### config.mk
export PLATFORM = sky130hd
export DESIGN_NAME = bagman_rom_loader
export DESIGN_NICKNAME = d
export VERILOG_FILES = /design/src/rtl/bagman_rom_loader.sv
export SDC_FILE = /design/constraint.sdc
export NUM_CORES = 1
export LEC_CHECK = 0
export BUFFER_PORTS_ARGS = -buffer_cell sky130_fd_sc_hd__buf_2
export CAP_MARGIN = 20
export CORE_MARGIN = 4
export CORE_UTILIZATION = 55
export CTS_BUF_LIST = sky130_fd_sc_hd__clkbuf_4 sky130_fd_sc_hd__clkbuf_8 sky130_fd_sc_hd__clkbuf_16
export DETAILED_ROUTE_END_ITERATION = 10
export PLACE_DENSITY = 0.84
export SLEW_MARGIN = 10
export SYNTH_ARGS = -nofsm -noshare
export SYNTH_HDL_FRONTEND = slang
export SYNTH_SLANG_ARGS = --single-unit
### constraint.sdc
create_clock -name clk_sys -period 4.75 [get_ports clk_sys]
set_input_delay 0 -clock clk_sys [delete_from_list [all_inputs] [get_ports clk_sys]]
set_output_delay 0 -clock clk_sys [all_outputs]
set_load 0.05 [all_outputs]
### src/rtl/bagman_rom_loader.sv
// Streams HPS ROM bytes into the core and holds the core in reset until the image is in place.
// Optional checksum adder and check: define BAGMAN_ROM_CHECKSUM_EN.
module bagman_rom_loader #(
  parameter int          ROM_BYTES    = 65536,
  parameter int          HOLD_CYCLES  = 16,
  parameter logic [15:0] EXPECTED_SUM = 16'h0000
) (
  input  logic        clk_sys,
  input  logic        reset_n,
  input  logic        ioctl_download,
  input  logic        ioctl_wr,
  input  logic [24:0] ioctl_addr,
  input  logic [7:0]  ioctl_dout,
  output logic [16:0] dn_addr,
  output logic [7:0]  dn_data,
  output logic        dn_wr,
  output logic        core_reset,
  output logic        rom_ok,
  output logic        overrun,
  output logic [15:0] rom_sum
);

  localparam int CW = $clog2(ROM_BYTES + 1);
  localparam int HW = (HOLD_CYCLES > 1) ? $clog2(HOLD_CYCLES) : 1;
  localparam logic [24:0]   ADDR_LIM  = 25'(ROM_BYTES);
  localparam logic [CW-1:0] CNT_MAX   = CW'(ROM_BYTES);
  localparam logic [HW-1:0] HOLD_LAST = HW'(HOLD_CYCLES - 1);

  typedef enum logic [1:0] {
    IDLE,
    LOAD,
    HOLD,
    RUN
  } state_t;

  state_t        state;
  state_t        state_nx;
  logic [CW-1:0] byte_cnt;
  logic [HW-1:0] hold_cnt;
  logic          wr_in;
  logic          accept;
  logic          drop;
  logic          start;
  logic          sum_ok;

  always_comb begin
    state_nx = state;
    unique case (state)
      IDLE, RUN: if (ioctl_download) state_nx = LOAD;
      LOAD:      if (!ioctl_download) state_nx = HOLD;
      HOLD: begin
        if (ioctl_download)             state_nx = LOAD;
        else if (hold_cnt == HOLD_LAST) state_nx = RUN;
      end
      default:   state_nx = IDLE;
    endcase
  end

  assign wr_in      = (state == LOAD) && ioctl_wr;
  assign accept     = wr_in && (ioctl_addr < ADDR_LIM);
  assign drop       = wr_in && !accept;
  assign start      = (state_nx == LOAD) && (state != LOAD);
  assign core_reset = (state != RUN);

`ifdef BAGMAN_ROM_CHECKSUM_EN
  logic [15:0] sum_q;

  always_ff @(posedge clk_sys or negedge reset_n) begin
    if (!reset_n) begin
      sum_q <= '0;
    end else if (start) begin
      sum_q <= '0;
    end else if (accept) begin
      sum_q <= sum_q + {8'h00, ioctl_dout};
    end
  end

  assign rom_sum = sum_q;
  assign sum_ok  = (sum_q == EXPECTED_SUM);
`else
  // Reference sum is ignored; the term folds to a constant 1.
  assign rom_sum = '0;
  assign sum_ok  = 1'b1 | (^EXPECTED_SUM);
`endif

  always_ff @(posedge clk_sys or negedge reset_n) begin
    if (!reset_n) begin
      state    <= IDLE;
      byte_cnt <= '0;
      hold_cnt <= '0;
      dn_addr  <= '0;
      dn_data  <= '0;
      dn_wr    <= 1'b0;
      overrun  <= 1'b0;
      rom_ok   <= 1'b0;
    end else begin
      state    <= state_nx;
      dn_wr    <= accept;
      hold_cnt <= (state == HOLD) ? hold_cnt + HW'(1) : '0;
      if (accept) begin
        dn_addr <= ioctl_addr[16:0];
        dn_data <= ioctl_dout;
      end
      if (start) begin
        byte_cnt <= '0;
        overrun  <= 1'b0;
        rom_ok   <= 1'b0;
      end else begin
        if (accept && (byte_cnt != CNT_MAX)) byte_cnt <= byte_cnt + CW'(1);
        if (drop) overrun <= 1'b1;
        if ((state == HOLD) && (state_nx == RUN))
          rom_ok <= (byte_cnt == CNT_MAX) && !overrun && sum_ok;
      end
    end
  end

endmodule

==> impl_metrics.json, run 1 <==
{
  "cp.arrival_ps": 3150,
  "synth.most_common_cell": "nand2_1",
  "power_mw": 1.06,
  "num_io_pins": 82,
  "fmax_mhz": 338,
  "clockBufferDepth": 2,
  "grt_pass1_vias": 2399,
  "numCtsBuffers": 5,
  "synth_top_area_share": 0.459,
  "portBuffers": 65,
  "antenna_cells": 0,
  "syn-cell-area_um2": 2780,
  "vdd_drop_max_mv": 0.190,
  "place_congestion": 0.816,
  "cts_hold_buf": 25,
  "drt_first_pass_iters": 4,
  "synth_edf_count": 0,
  "dieArea_um2": 6250,
  "slew_headroom": 0.419,
  "insertion_delay_ps": 310,
  "critPathKind": "reg -> reg",
  "rrSetupSlack_ps": 1790,
  "status": "complete, no violations",
  "area_growth_syn_to_layout_pct": 21.0,
  "synth.area.top_cells": "dfrtp_1 (46%), nand2_1 (12%), buf_4 (4.3%), mux2i_1 (4.0%), ha_1 (2.7%)",
  "antenna_found_initial": 0,
  "ys_types": 48,
  "clockRootBuffer": "clkbuf_8",
  "clkSlewWorstSetupHoldPaths_ps": 90,
  "routed_wl_um": 6540,
  "ctsResizeCount": 0,
  "drc_errors": 0,
  "rows": 25,
  "setup_tns_ps": 0,
  "worstSetupStartpointType": "flip-flop",
  "synth_area_per_cell_um2": 9.48,
  "path_max_fanout": 44,
  "yosysWarnings": 0,
  "die_w_um": 79.1,
  "place_ws_ps": 1790,
  "die_h_um": 79.1,
  "ys_seq_area_frac": 0.459,
  "postSynthCellCount": 293,
  "ys.flop_type": "dfrtp_1",
  "final_max_slew_viol_count": 0,
  "layout_setup_ws_ps": 1790,
  "hold_viol_final": 0,
  "nNetsFinal": 420,
  "cp.required_ps": 4940,
  "netlist_top_cells_count": "nand2_1 (89), dfrtp_1 (51), buf_4 (16)",
  "final.min_clock_period_ps": 2960,
  "hpwl_um": 4020,
  "rsz0062_at_grt": "no",
  "h-tree-depth": 2,
  "grt_pass1_wl_um": 11000,
  "ys_seq_elements": 51,
  "fin_worst_skew_ps": 10.5,
  "wl_per_cell_um": 14.7,
  "postCtsSetupBuffers": 0,
  "initial_utilization": 0.577,
  "maxCapViolCount": 0,
  "grt_overflow": 0,
  "drt_iter0_drc": 117,
  "end_kind": "flip-flop",
  "grt_max_degree": 52,
  "power.density_nw_per_um2": 316,
  "synth_area_leader_cell": "dfrtp_1",
  "gr-usage-all-layers": 0.223,
  "timing.final.setup_violations": 0,
  "vias_per_cell": 5.29,
  "min_period_over_period": 0.623,
  "cts_tree": "done",
  "detail-route-antenna-nets": 0,
  "p_leak_nw": 1.78,
  "worst_slew_pin_slew_ps": 871,
  "min_path_type": "in -> reg",
  "synth-async-reset-ratio": 1.00,
  "layout-drive-gt1-share": 0.230,
  "vias": 2352,
  "cts.sinks": 51,
  "core_area_um2": 4820
}
-- critical path, cell delays in order, from the launching register on --
cell,delay (ps)
dfrtp_1,440
inv_1,100
ha_1,250
and4bb_4,270
nand4b_4,510
inv_1,890
nand3_1,200
mux2i_1,160
-- through the flow --
stage               utilization  cell area, um^2  std cells  hold WS, ps
finish                    0.698             3360        445         76.9
global route              0.698             3360        445         78.6
CTS                       0.698             3360        445         72.1
detailed placement        0.625             3010        412          148
global placement          0.625             3010        412          142
floorplan                     -             2840        308         -296
-- routing by layer --
| layer | part of all wire | GRT usage | wire [um] | vias up |
|---|---|---|---|---|
| li1 | - | - | - | 1136 |
| met1 | 0.41 | 0.272 | 2690 | 1099 |
| met2 | 0.50 | 0.372 | 3260 | 91 |
| met3 | 0.058 | 0.0522 | 378 | 26 |
| met4 | 0.032 | 0.110 | 211 | 0 |
| met5 | 0 | 0 | 0 | - |
-- power breakdown --
part | internal [mW] | switching, mW | leakage [nW]
clock network | 0.125 | 0.140 | 0.0519
registers | 0.453 | 0.0170 | 0.707
logic | 0.111 | 0.216 | 1.02
-- path summary, 6_finish.rpt --
check	startpoint	end	cells past startpoint
min	ioctl_download	state[0]	3
max reg2reg	state[1]	byte_cnt[3]	7
max in group asynchronous	reset_n	byte_cnt[8]	3
max	state[1]	byte_cnt[3]	7
min in group asynchronous	reset_n	byte_cnt[16]	3
min reg2reg	hold_cnt[0]	hold_cnt[0]	1
-- cells by family after synthesis --
| family | synth area share |
|---|---|
| and+or+nand+nor | 0.313 |
| DFF | 0.459 |
| buffers and inverters | 0.0982 |
| AOI/OAI and AO/OA | 0.0549 |
| muxes | 0.0396 |
| adders and majority gates | 0.0270 |
| xor gates and xnor gates | 0.00630 |
| other | 0.00135 |
-- cells in the final DEF, fill, tap and decap left out, types with 3 or more instances in the layout --
cell and n:
nor4_1 3, nor3_1 4, a21oi_1 7, ha_1 6, nor4_2 6, nand2b_1 9
and2_1 5, clkbuf_8 6, nor4b_1 3, nor2_1 7, conb_1 16, buf_2 65
or3_1 3, dlygate4sd3_1 25, mux2i_1 11, nand4_1 6, and4_1 3, o31ai_1 3
dfrtp_1 51, inv_1 7, nand2_1 89, or4_1 3, nand3_1 10
-- area by class of cell --
class	instances	area [um^2]
multi-input combinational	220	1290
clock buffer	7	90.1
tap	67	83.8
inverter	7	26.3
sequential	51	1280
clock inverter	1	8.76
fill	349	1460
timing repair buffer	92	591
-- flip-flops by register name, indices dropped and copies added (netlist names) --
| name | cells |
|---|---|
| dn_addr | 17 |
| rom_ok | 1 |
| dn_data | 8 |
| byte_cnt | 17 |
| state | 2 |
| dn_wr | 1 |
| hold_cnt | 4 |
| overrun | 1 |
Power figures use the tool's default switching activity.
==> inputs of run 2 (changes only) <==
--- a/config.mk
+++ b/config.mk
@@ -8,10 +8,10 @@
 export BUFFER_PORTS_ARGS = -buffer_cell sky130_fd_sc_hd__buf_2
 export CAP_MARGIN = 20
 export CORE_MARGIN = 4
-export CORE_UTILIZATION = 55
+export CORE_UTILIZATION = 52
 export CTS_BUF_LIST = sky130_fd_sc_hd__clkbuf_4 sky130_fd_sc_hd__clkbuf_8 sky130_fd_sc_hd__clkbuf_16
 export DETAILED_ROUTE_END_ITERATION = 10
-export PLACE_DENSITY = 0.84
+export PLACE_DENSITY = 0.8
 export SLEW_MARGIN = 10
 export SYNTH_ARGS = -nofsm -noshare
 export SYNTH_HDL_FRONTEND = slang
==> constraint.sdc (replaced) <==
create_clock -name clk_sys -period 3.1 [get_ports clk_sys]
set_input_delay 0 -clock clk_sys [delete_from_list [all_inputs] [get_ports clk_sys]]
set_output_delay 0 -clock clk_sys [all_outputs]
set_load 0.05 [all_outputs]
==> run 2 against run 1 <==
  * Highest routed layer unchanged
  * Largest power group unchanged
  * Via count shrank 1.3%
  * Worst hold slack worse by 26 ps
  * Combinational power is 55% higher
  * Routed wire length is 3.7% lower
  * Critical path depth grew 1
  * First-iteration DRC count down 0.85%
  * Clock power up 48%
  * Count of clock-buffer cells in the layout is 2 lower
==> impl_metrics.json, run 2 (synthesis gave the netlist of run 1 again) <==
{
  "area_growth_syn_to_layout_pct": 21.6,
  "crit_path_top_delay_cell": "nand4b_4",
  "hold_viol_final": 0,
  "p_leak_nw": 1.78,
  "ctsResizeCount": 0,
  "grt_max_degree": 52,
  "crit_family": "simple AND/OR/NAND/NOR gates",
  "layout_setup_ws_ps": 521,
  "critPathBufInv": 3,
  "grt_overflow": 0,
  "cts_tree": "done",
  "hpwl_um": 3940,
  "die_h_um": 81.1,
  "seq_area_um2": 1280,
  "timing.final.setup_violations": 0,
  "final_cell_mix": "nand2_1 (89), buf_2 (65), dfrtp_1 (51), dlygate4sd3_1 (25), conb_1 (16)",
  "clockRootBuffer": "clkbuf_8",
  "cts.sinks": 51,
  "grt_pass1_vias": 2285,
  "cp.arrival_ps": 2830,
  "final_common_cell": "nand2_1",
  "rows": 26,
  "multi_input_area_um2": 1290,
  "h-tree-depth": 2,
  "insertion_delay_ps": 310,
  "crit_path_cell_trace": "inv_1 -> ha_1 -> and4bb_4 -> nand4b_4 -> inv_1 -> buf_4 -> nand2_1 -> nand2_1",
  "reg_top3": "byte_cnt: 17 flops, dn_addr: 17 flops, dn_data: 8 flops",
  "worstHoldStart": "ioctl_wr",
  "place_congestion": 0.808,
  "dieArea_um2": 6580,
  "core_area_um2": 5140,
  "antenna_cells": 0,
  "power.density_nw_per_um2": 480,
  "nNetsFinal": 421,
  "min_period_over_period": 0.832,
  "reg2reg_from": "state[1]",
  "grt_pass1_wl_um": 10500,
  "layout-drive-gt1-share": 0.232,
  "detail-route-antenna-nets": 0,
  "numCtsBuffers": 5,
  "fillCellCount": 422,
  "holdPathStages": 5,
  "end_kind": "flip-flop",
  "rr_worst_depth": 8,
  "path_max_fanout": 44,
  "rsz0062_at_grt": "no",
  "worst_slew_pin_slew_ps": 712,
  "cp.required_ps": 3350,
  "drt_iter0_drc": 116,
  "portBuffers": 65,
  "status": "complete, no violations",
  "min_path_type": "in -> reg",
  "critPathKind": "reg -> reg",
  "cpPeakStageDelay_ps": 530,
  "initial_utilization": 0.541,
  "routed_wl_um": 6290,
  "place_ws_ps": 565,
  "vdd_drop_max_mv": 0.314,
  "die_w_um": 81.1,
  "setup_tns_ps": 0,
  "antenna_found_initial": 0,
  "drt_first_pass_iters": 4,
  "worstSetupStartpointType": "flip-flop",
  "drc_errors": 0,
  "fin_worst_skew_ps": 4.33,
  "r2r_end": "dn_addr[0]",
  "clockBufferDepth": 2,
  "final_max_slew_viol_count": 0,
  "wl_per_cell_um": 14.0,
  "final.min_clock_period_ps": 2580,
  "vias": 2321,
  "min_to": "overrun",
  "num_io_pins": 82,
  "vias_per_cell": 5.17,
  "maxCapViolCount": 0,
  "slew_headroom": 0.525,
  "fmax_mhz": 388,
  "gr-usage-all-layers": 0.204,
  "rrSetupSlack_ps": 520,
  "clkSlewWorstSetupHoldPaths_ps": 90
}
-- run 2: metrics by stage --
stage          power [mW]  std cells  utilization  area [um^2]  hold WS (ps)
6_report             1.62        449        0.657         3380          50.8
5_1_grt              1.71        449        0.657         3380          77.4
4_1_cts              1.62        448        0.653         3360          40.4
3_5_place_dp         1.21        415        0.587         3020           194
3_3_place_gp         1.19        415        0.587         3020           190
2_1_floorplan        1.12        308            -         2840          -296
-- run 2: report_power, final --
part | total, mW | internal (mW) | switching (mW)
combinational | 0.506 | 0.173 | 0.333
sequential | 0.725 | 0.695 | 0.0299
clock | 0.392 | 0.164 | 0.229
-- run 2: final cells by class --
| type | count | area share |
|---|---|---|
| well taps | 70 | 0.0259 |
| clock buffers | 5 | 0.0204 |
| multi-input cells | 220 | 0.381 |
| flip-flops and latches | 51 | 0.378 |
| repair buffers | 93 | 0.181 |
| clock inverters | 3 | 0.00667 |
| inverters | 7 | 0.00778 |
-- run 2: tightest hold or removal path, delay by kind of cell --
kind | cells | cell delay, ps
buffers and inverters | 1 | 100
AND/OR/NAND/NOR | 3 | 190
AO/OA/AOI/OAI | 1 | 40
-- run 2: how the worst max path moves through the flow --
stage	startpoint	to	slack (ps)	cells past startpoint
after detailed placement	state[1]	dn_data[4]	560	8
final	state[1]	dn_addr[0]	520	8
after floorplan	state[0]	rom_ok	1160	7
after global routing	state[1]	dn_data[3]	300	8
after CTS	state[1]	dn_data[6]	540	8
after global placement	state[1]	byte_cnt[6]	670	6
-- run 2: per-layer routing --
| metal | GRT usage | part of all wire | wire (um) | vias to the layer above |
|---|---|---|---|---|
| li1 | - | - | - | 1132 |
| met1 | 0.269 | 0.43 | 2690 | 1119 |
| met2 | 0.334 | 0.52 | 3250 | 62 |
| met3 | 0.0477 | 0.044 | 275 | 8 |
| met4 | 0.0642 | 0.012 | 75 | 0 |
| met5 | 0 | 0 | 0 | - |
-- run 2: repair_timing --
item,in CTS,in global routing
endpoints found under the hold margin,75,0
hold buffers,25,0
buffers inserted,0,0
